==> src/rtl/crossbar_buffered_if.sv <==
// Bundle of the crossbar data, routing-table and flow-control signals.
// The switch-control / input-buffer side is the master; the crossbar is the slave.
interface crossbar_buffered_if #(
   parameter int NPORT      = 5,
   parameter int FLIT_WIDTH = 16,
   parameter int SEL_WIDTH  = 3
);
   logic [NPORT-1:0]            data_av;
   logic [NPORT*FLIT_WIDTH-1:0] data_in_t;
   logic [NPORT*SEL_WIDTH-1:0]  tab_in_t;
   logic [NPORT*SEL_WIDTH-1:0]  tab_out_t;
   logic [NPORT-1:0]            free;
   logic [NPORT-1:0]            credit_i;
   logic [NPORT-1:0]            data_ack;
   logic [NPORT-1:0]            tx;
   logic [NPORT*FLIT_WIDTH-1:0] data_out_t;
   logic [NPORT-1:0]            out_empty;

   modport master (
      output data_av, data_in_t, tab_in_t, tab_out_t, free, credit_i,
      input  data_ack, tx, data_out_t, out_empty
   );

   modport slave (
      input  data_av, data_in_t, tab_in_t, tab_out_t, free, credit_i,
      output data_ack, tx, data_out_t, out_empty
   );
endinterface

==> src/rtl/crossbar_buffered.sv <==
// NPORT x NPORT switch crossbar with a DEPTH-flit FIFO on every output.
// Input acks depend only on the routing tables, data_av and the registered
// FIFO occupancy, so downstream credit never reaches data_ack combinationally.
module crossbar_buffered #(
   parameter int NPORT      = 5,
   parameter int FLIT_WIDTH = 16,
   parameter int SEL_WIDTH  = 3,
   parameter int DEPTH      = 2
) (
   input logic                clock,
   input logic                reset,
   crossbar_buffered_if.slave bus
);
   localparam int PW = $clog2(DEPTH);
   localparam int CW = $clog2(DEPTH) + 1;
   localparam logic [CW-1:0] FULL_CNT = CW'(DEPTH);

   logic [SEL_WIDTH-1:0]  tab_in    [NPORT];
   logic [SEL_WIDTH-1:0]  tab_out   [NPORT];
   logic [FLIT_WIDTH-1:0] flit_in   [NPORT];
   logic [FLIT_WIDTH-1:0] push_flit [NPORT];
   logic [NPORT-1:0]      src_ok;
   logic [NPORT-1:0]      push;
   logic [NPORT-1:0]      pop;
   logic [NPORT-1:0]      tx;
   logic [NPORT-1:0]      ack;
   logic [NPORT-1:0]      empty;
   logic [NPORT*FLIT_WIDTH-1:0] dout;

   logic [CW-1:0]         count  [NPORT];
   logic [PW-1:0]         wr_ptr [NPORT];
   logic [PW-1:0]         rd_ptr [NPORT];
   logic [FLIT_WIDTH-1:0] mem    [NPORT][DEPTH];

   // Unflatten the packed routing tables and input flits
   always_comb begin
      for (int p = 0; p < NPORT; p++) begin
         tab_in[p]  = bus.tab_in_t[p*SEL_WIDTH +: SEL_WIDTH];
         tab_out[p] = bus.tab_out_t[p*SEL_WIDTH +: SEL_WIDTH];
         flit_in[p] = bus.data_in_t[p*FLIT_WIDTH +: FLIT_WIDTH];
      end
   end

   // Per output: pick the source named by tab_out; out-of-range entries match nothing
   always_comb begin
      src_ok = '0;
      push   = '0;
      for (int o = 0; o < NPORT; o++) begin
         push_flit[o] = '0;
         for (int j = 0; j < NPORT; j++) begin
            if (tab_out[o] == SEL_WIDTH'(j)) begin
               src_ok[o]    = ~bus.free[o] & bus.data_av[j];
               push_flit[o] = flit_in[j];
            end
         end
         // Full is judged on the registered count, so a same-cycle pop does not free a slot
         push[o] = src_ok[o] & (count[o] != FULL_CNT);
      end
   end

   // Ack an input only when both tables agree and its target output accepts the flit
   always_comb begin
      ack = '0;
      for (int i = 0; i < NPORT; i++) begin
         for (int o = 0; o < NPORT; o++) begin
            if (bus.data_av[i] && (tab_in[i] == SEL_WIDTH'(o)) &&
                (tab_out[o] == SEL_WIDTH'(i)) && push[o])
               ack[i] = 1'b1;
         end
      end
   end

   // Output side: FIFO head, valid, pop and empty status from registered state
   always_comb begin
      tx    = '0;
      pop   = '0;
      empty = '0;
      dout  = '0;
      for (int o = 0; o < NPORT; o++) begin
         tx[o]    = (count[o] != '0);
         empty[o] = (count[o] == '0);
         pop[o]   = tx[o] & bus.credit_i[o];
         if (tx[o])
            dout[o*FLIT_WIDTH +: FLIT_WIDTH] = mem[o][rd_ptr[o]];
      end
   end

   assign bus.data_ack   = ack;
   assign bus.tx         = tx;
   assign bus.data_out_t = dout;
   assign bus.out_empty  = empty;

   // FIFO pointers and occupancy; reset drops anything buffered
   always_ff @(posedge clock or negedge reset) begin
      if (!reset) begin
         for (int o = 0; o < NPORT; o++) begin
            count[o]  <= '0;
            wr_ptr[o] <= '0;
            rd_ptr[o] <= '0;
         end
      end else begin
         for (int o = 0; o < NPORT; o++) begin
            if (push[o])
               wr_ptr[o] <= wr_ptr[o] + PW'(1);
            if (pop[o])
               rd_ptr[o] <= rd_ptr[o] + PW'(1);
            case ({push[o], pop[o]})
               2'b10:   count[o] <= count[o] + CW'(1);
               2'b01:   count[o] <= count[o] - CW'(1);
               default: count[o] <= count[o];
            endcase
         end
      end
   end

   // Flit storage; contents are masked by count, so it needs no reset
   always_ff @(posedge clock) begin
      for (int o = 0; o < NPORT; o++) begin
         if (push[o])
            mem[o][wr_ptr[o]] <= push_flit[o];
      end
   end
endmodule
==> src/flat_wrapper.sv <==
// flat-port wrapper written by rule: the top's interface ports become plain ports
module crossbar_buffered_flat 
#(
   parameter int NPORT      = 5,
   parameter int FLIT_WIDTH = 16,
   parameter int SEL_WIDTH  = 3,
   parameter int DEPTH      = 2
)
  (clock, reset, bus_data_av, bus_data_in_t, bus_tab_in_t, bus_tab_out_t, bus_free, bus_credit_i, bus_data_ack, bus_tx, bus_data_out_t, bus_out_empty);
  crossbar_buffered_if #(.NPORT(NPORT), .FLIT_WIDTH(FLIT_WIDTH), .SEL_WIDTH(SEL_WIDTH)) bus_i ();
  input logic clock;
  input logic reset;
  input wire logic [$bits(bus_i.data_av)-1:0] bus_data_av;
  input wire logic [$bits(bus_i.data_in_t)-1:0] bus_data_in_t;
  input wire logic [$bits(bus_i.tab_in_t)-1:0] bus_tab_in_t;
  input wire logic [$bits(bus_i.tab_out_t)-1:0] bus_tab_out_t;
  input wire logic [$bits(bus_i.free)-1:0] bus_free;
  input wire logic [$bits(bus_i.credit_i)-1:0] bus_credit_i;
  output wire logic [$bits(bus_i.data_ack)-1:0] bus_data_ack;
  output wire logic [$bits(bus_i.tx)-1:0] bus_tx;
  output wire logic [$bits(bus_i.data_out_t)-1:0] bus_data_out_t;
  output wire logic [$bits(bus_i.out_empty)-1:0] bus_out_empty;
  assign bus_i.data_av = bus_data_av;
  assign bus_i.data_in_t = bus_data_in_t;
  assign bus_i.tab_in_t = bus_tab_in_t;
  assign bus_i.tab_out_t = bus_tab_out_t;
  assign bus_i.free = bus_free;
  assign bus_i.credit_i = bus_credit_i;
  assign bus_data_ack = bus_i.data_ack;
  assign bus_tx = bus_i.tx;
  assign bus_data_out_t = bus_i.data_out_t;
  assign bus_out_empty = bus_i.out_empty;
  crossbar_buffered #(.NPORT(NPORT), .FLIT_WIDTH(FLIT_WIDTH), .SEL_WIDTH(SEL_WIDTH), .DEPTH(DEPTH)) u_core (.clock(clock), .reset(reset), .bus(bus_i));
endmodule
==> config.mk <==
export PLATFORM = sky130hd
export DESIGN_NAME = crossbar_buffered_flat
export DESIGN_NICKNAME = d
export VERILOG_FILES = /design/src/rtl/crossbar_buffered_if.sv /design/src/rtl/crossbar_buffered.sv /design/src/flat_wrapper.sv
export SDC_FILE = /design/constraint.sdc
export NUM_CORES = 1
export LEC_CHECK = 0
export BUFFER_PORTS_ARGS = -buffer_cell sky130_fd_sc_hd__buf_4
export CAP_MARGIN = 10
export CORE_MARGIN = 5
export CORE_UTILIZATION = 55
export DETAILED_ROUTE_END_ITERATION = 8
export PLACE_DENSITY = 0.8
export SETUP_SLACK_MARGIN = 0.05
export SYNTH_ARGS = -nofsm -noshare
export SYNTH_HDL_FRONTEND = slang
export SYNTH_SLANG_ARGS = --single-unit
==> constraint.sdc <==
create_clock -name clock -period 4.7 [get_ports clock]
set_clock_uncertainty 0.05 [all_clocks]
set_input_delay 0.47 -clock clock [delete_from_list [all_inputs] [get_ports clock]]
set_output_delay 0.47 -clock clock [all_outputs]
set_load 0.01 [all_outputs]
==> flow_summary.yaml <==
worst_setup_path:
  start_kind: "input pin"
  end_kind: "output pin"
  cp_max_fo: 24
  cp.arrival_ns: 2.39
  criticalPathCategory: "in -> out"
  critPathRequiredTime_ns: 4.18
cells_and_area:
  seq_area_sq_um: 5305
  finalCoreUtilization_pct: 67.91
  nets: 1285
  multi_input_area_sq_um: 4952
  area_growth_pct: 22.05
  instances_no_fill: 1431
  fin_area_sq_um: 13170
  n_fill_cell: 1490
  antenna_cells: 0
  drive_above_1_share_pct: 27.27
logic_synthesis:
  yosys-top-cells-count: "edfxtp_1 (160), nor2_1 (152), mux2i_1 (126)"
  netlist_area_sq_um: 10790
  synth_seq_area_share_pct: 49.15
  synth-seq-cells: 180
  synth_top_area_share_pct: 44.51
  synth_edf_count: 160
  yosysTopAreaCell: "edfxtp_1"
  async_reset_ff_share_pct: 11.11
  yosys.cell_types.count: 57
  syn_inst: 961
  synth.most_common_cell: "edfxtp_1"
  synth_nets: 1093
  synth_area_leaders: "edfxtp_1 (45%), mux2i_1 (12%), mux4_2 (8.1%)"
  avgSynthCellArea_sq_um: 11.23
  yosysWarnings: 0
  synth_flop_cell: "edfxtp_1"
sta:
  tightest_slew_ns: 1.164
  fin_crit_sh_pct: 61.97
  period_needed_ns: 2.912
  finalHoldViolations: 0
  fmax_ghz: 0.3434
  relSlewSlack_pct: 22.12
  rsz0062_at_grt: "no"
  tns_ns: 0
  finalSetupViolCount: 0
  drv_slew: 0
die:
  dieArea_sq_um: 22530
  die_x_um: 150.1
  fp.dieH_um: 150.1
  core_sq_um: 19400
  start_util_pct: 55.64
  pin_count: 222
  rows: 51
route:
  via_per_inst: 6.275
  drtIter0Drc: 1336
  ant_nets: 0
  wl_per_cell_um: 23.88
  num_vias: 8979
  drc: 0
  wirelength_um: 34170
  firstDrtPassIters: 6
grt:
  grt_pass1_wl_um: 50360
  grt_remaining_overflow: 0
  grt_pass1_vias: 8721
  grtUsageTotal_pct: 29.98
  grt_max_degree: 41
  antenna_found_initial: 0
placed_design:
  dpl.cell_count: 1395
  hpwl_um: 25200
  placed_area_sq_um: 12560
  portBuffers: 221
  gp_congestion: 1.019
clocking:
  clk_latency_ns: 0.44
  htreeDepth: 4
  clock-sinks: 180
  cts_tree: "built"
  clk_pin_slew_ns: 0.07
  cts_buffers: 17
  cts_root_buf: "clkbuf_16"
  cts.path.max_buffers: 2
pwr:
  ir_drop_mv: 0.3305
  power_mw: 6.066
  leakagePower_nw: 5.342
  power_density_nw_per_um2: 460.4
outcome:
  status: "complete, no violations"
job:
  drv_cap: 0
min_path:
  min_path_type: "in -> reg"
-- layer usage --
metal	GRT usage [%]	wire length, um
met1	38.71	12100
met2	46.59	15960
met3	8.459	4325
met4	15.19	1782
met5	0	0
-- layout make-up --
class	instances	area share [%]
Multi-Input combinational cell	660	37.59
Sequential cell	180	40.27
Clock buffer	17	3.229
Timing Repair Buffer	240	13.74
Tap cell	265	2.517
Inverter	54	1.539
Clock inverter	15	1.111
-- kinds of logic after synthesis --
family / after synthesis / synth area share, %
AOI/OAI and AO/OA: 187 / 10.86
DFF: 180 / 49.15
adders and majority gates: 5 / 0.5796
and+or+nand+nor: 276 / 12.31
xor gates and xnor gates: 25 / 2.098
buffers and inverters: 121 / 4.973
muxes: 167 / 20.03
-- worst max-delay path, stage by stage --
cell and delay (ns):
buf_4 0.24, nor3b_2 0.94, nor4b_1 0.32, a41oi_1 0.07, o211ai_1 0.17, buf_4 0.17
-- registers in the layout, summed over array words and instances, names as in the netlist --
| signal | flops |
|---|---|
| u_core.mem | 160 |
| u_core.count | 10 |
| u_core.rd_ptr | 5 |
| u_core.wr_ptr | 5 |
-- placed cells by master, fill, tap and decap left out, types with 2 or more instances in the layout --
| cell | instances |
|---|---|
| o21ai_0 | 40 |
| nand3b_1 | 2 |
| clkinv_1 | 4 |
| o21ai_1 | 3 |
| o22ai_1 | 41 |
| mux2_2 | 2 |
| inv_1 | 54 |
| nor2b_1 | 17 |
| nor2_1 | 152 |
| a22oi_1 | 43 |
| inv_6 | 5 |
| a211oi_1 | 2 |
| nor3_1 | 6 |
| or4b_1 | 4 |
| nand4_1 | 11 |
| nand4bb_1 | 2 |
| nand2b_1 | 6 |
| a32oi_1 | 2 |
| mux4_2 | 39 |
| buf_4 | 238 |
| a21oi_1 | 44 |
| mux2i_1 | 126 |
| nor3b_2 | 2 |
| nor4_1 | 6 |
| edfxtp_1 | 160 |
| ha_1 | 5 |
| nor4bb_1 | 2 |
| nor4b_1 | 5 |
| nor3b_1 | 6 |
| xnor2_1 | 14 |
| nand4b_1 | 2 |
| nand2_1 | 42 |
| clkbuf_16 | 17 |
| and2_1 | 3 |
| xor2_1 | 10 |
| a41oi_1 | 2 |
| dfrtp_1 | 20 |
| inv_8 | 3 |
-- through the flow --
stage               hold WS [ns]  setup slack, ns
global route              0.4037            1.709
CTS                       0.3737            1.836
finish                    0.3801            1.788
global placement          0.3490            1.881
floorplan                 0.1244            2.184
detailed placement        0.3509            1.843
-- power by group --
group	leakage [nW]	internal [mW]	switching (mW)	total, mW
clock network	0.278	0.747	0.675	1.42
registers	1.71	2.00	0.292	2.29
logic	3.35	1.15	1.20	2.35
-- repair_timing --
item	CTS	global route
hold endpoints to repair	20	0
hold buffers	1	0
buffers inserted	0	0
gates resized for setup	0	0
-- worst paths after layout --
path / cells past startpoint / slack (ns) / from / to
worst max-delay path: 6 / 1.79 / bus_tab_out_t[12] / bus_data_ack[4]
worst min-delay path: 3 / 0.38 / bus_credit_i[3] / u_core.rd_ptr[1]$_DFFE_PN0P_
worst max register to register: 7 / 2.30 / u_core.count[8]$_DFFE_PN0P_ / u_core.count[9]$_DFFE_PN0P_
worst min register to register: 1 / 0.45 / u_core.count[3]$_DFFE_PN0P_ / u_core.count[3]$_DFFE_PN0P_
max in group asynchronous: 2 / 3.88 / reset / u_core.count[6]$_DFFE_PN0P_
min in group asynchronous: 2 / 0.44 / reset / u_core.count[1]$_DFFE_PN0P_
(Power assumes the default switching activity.)
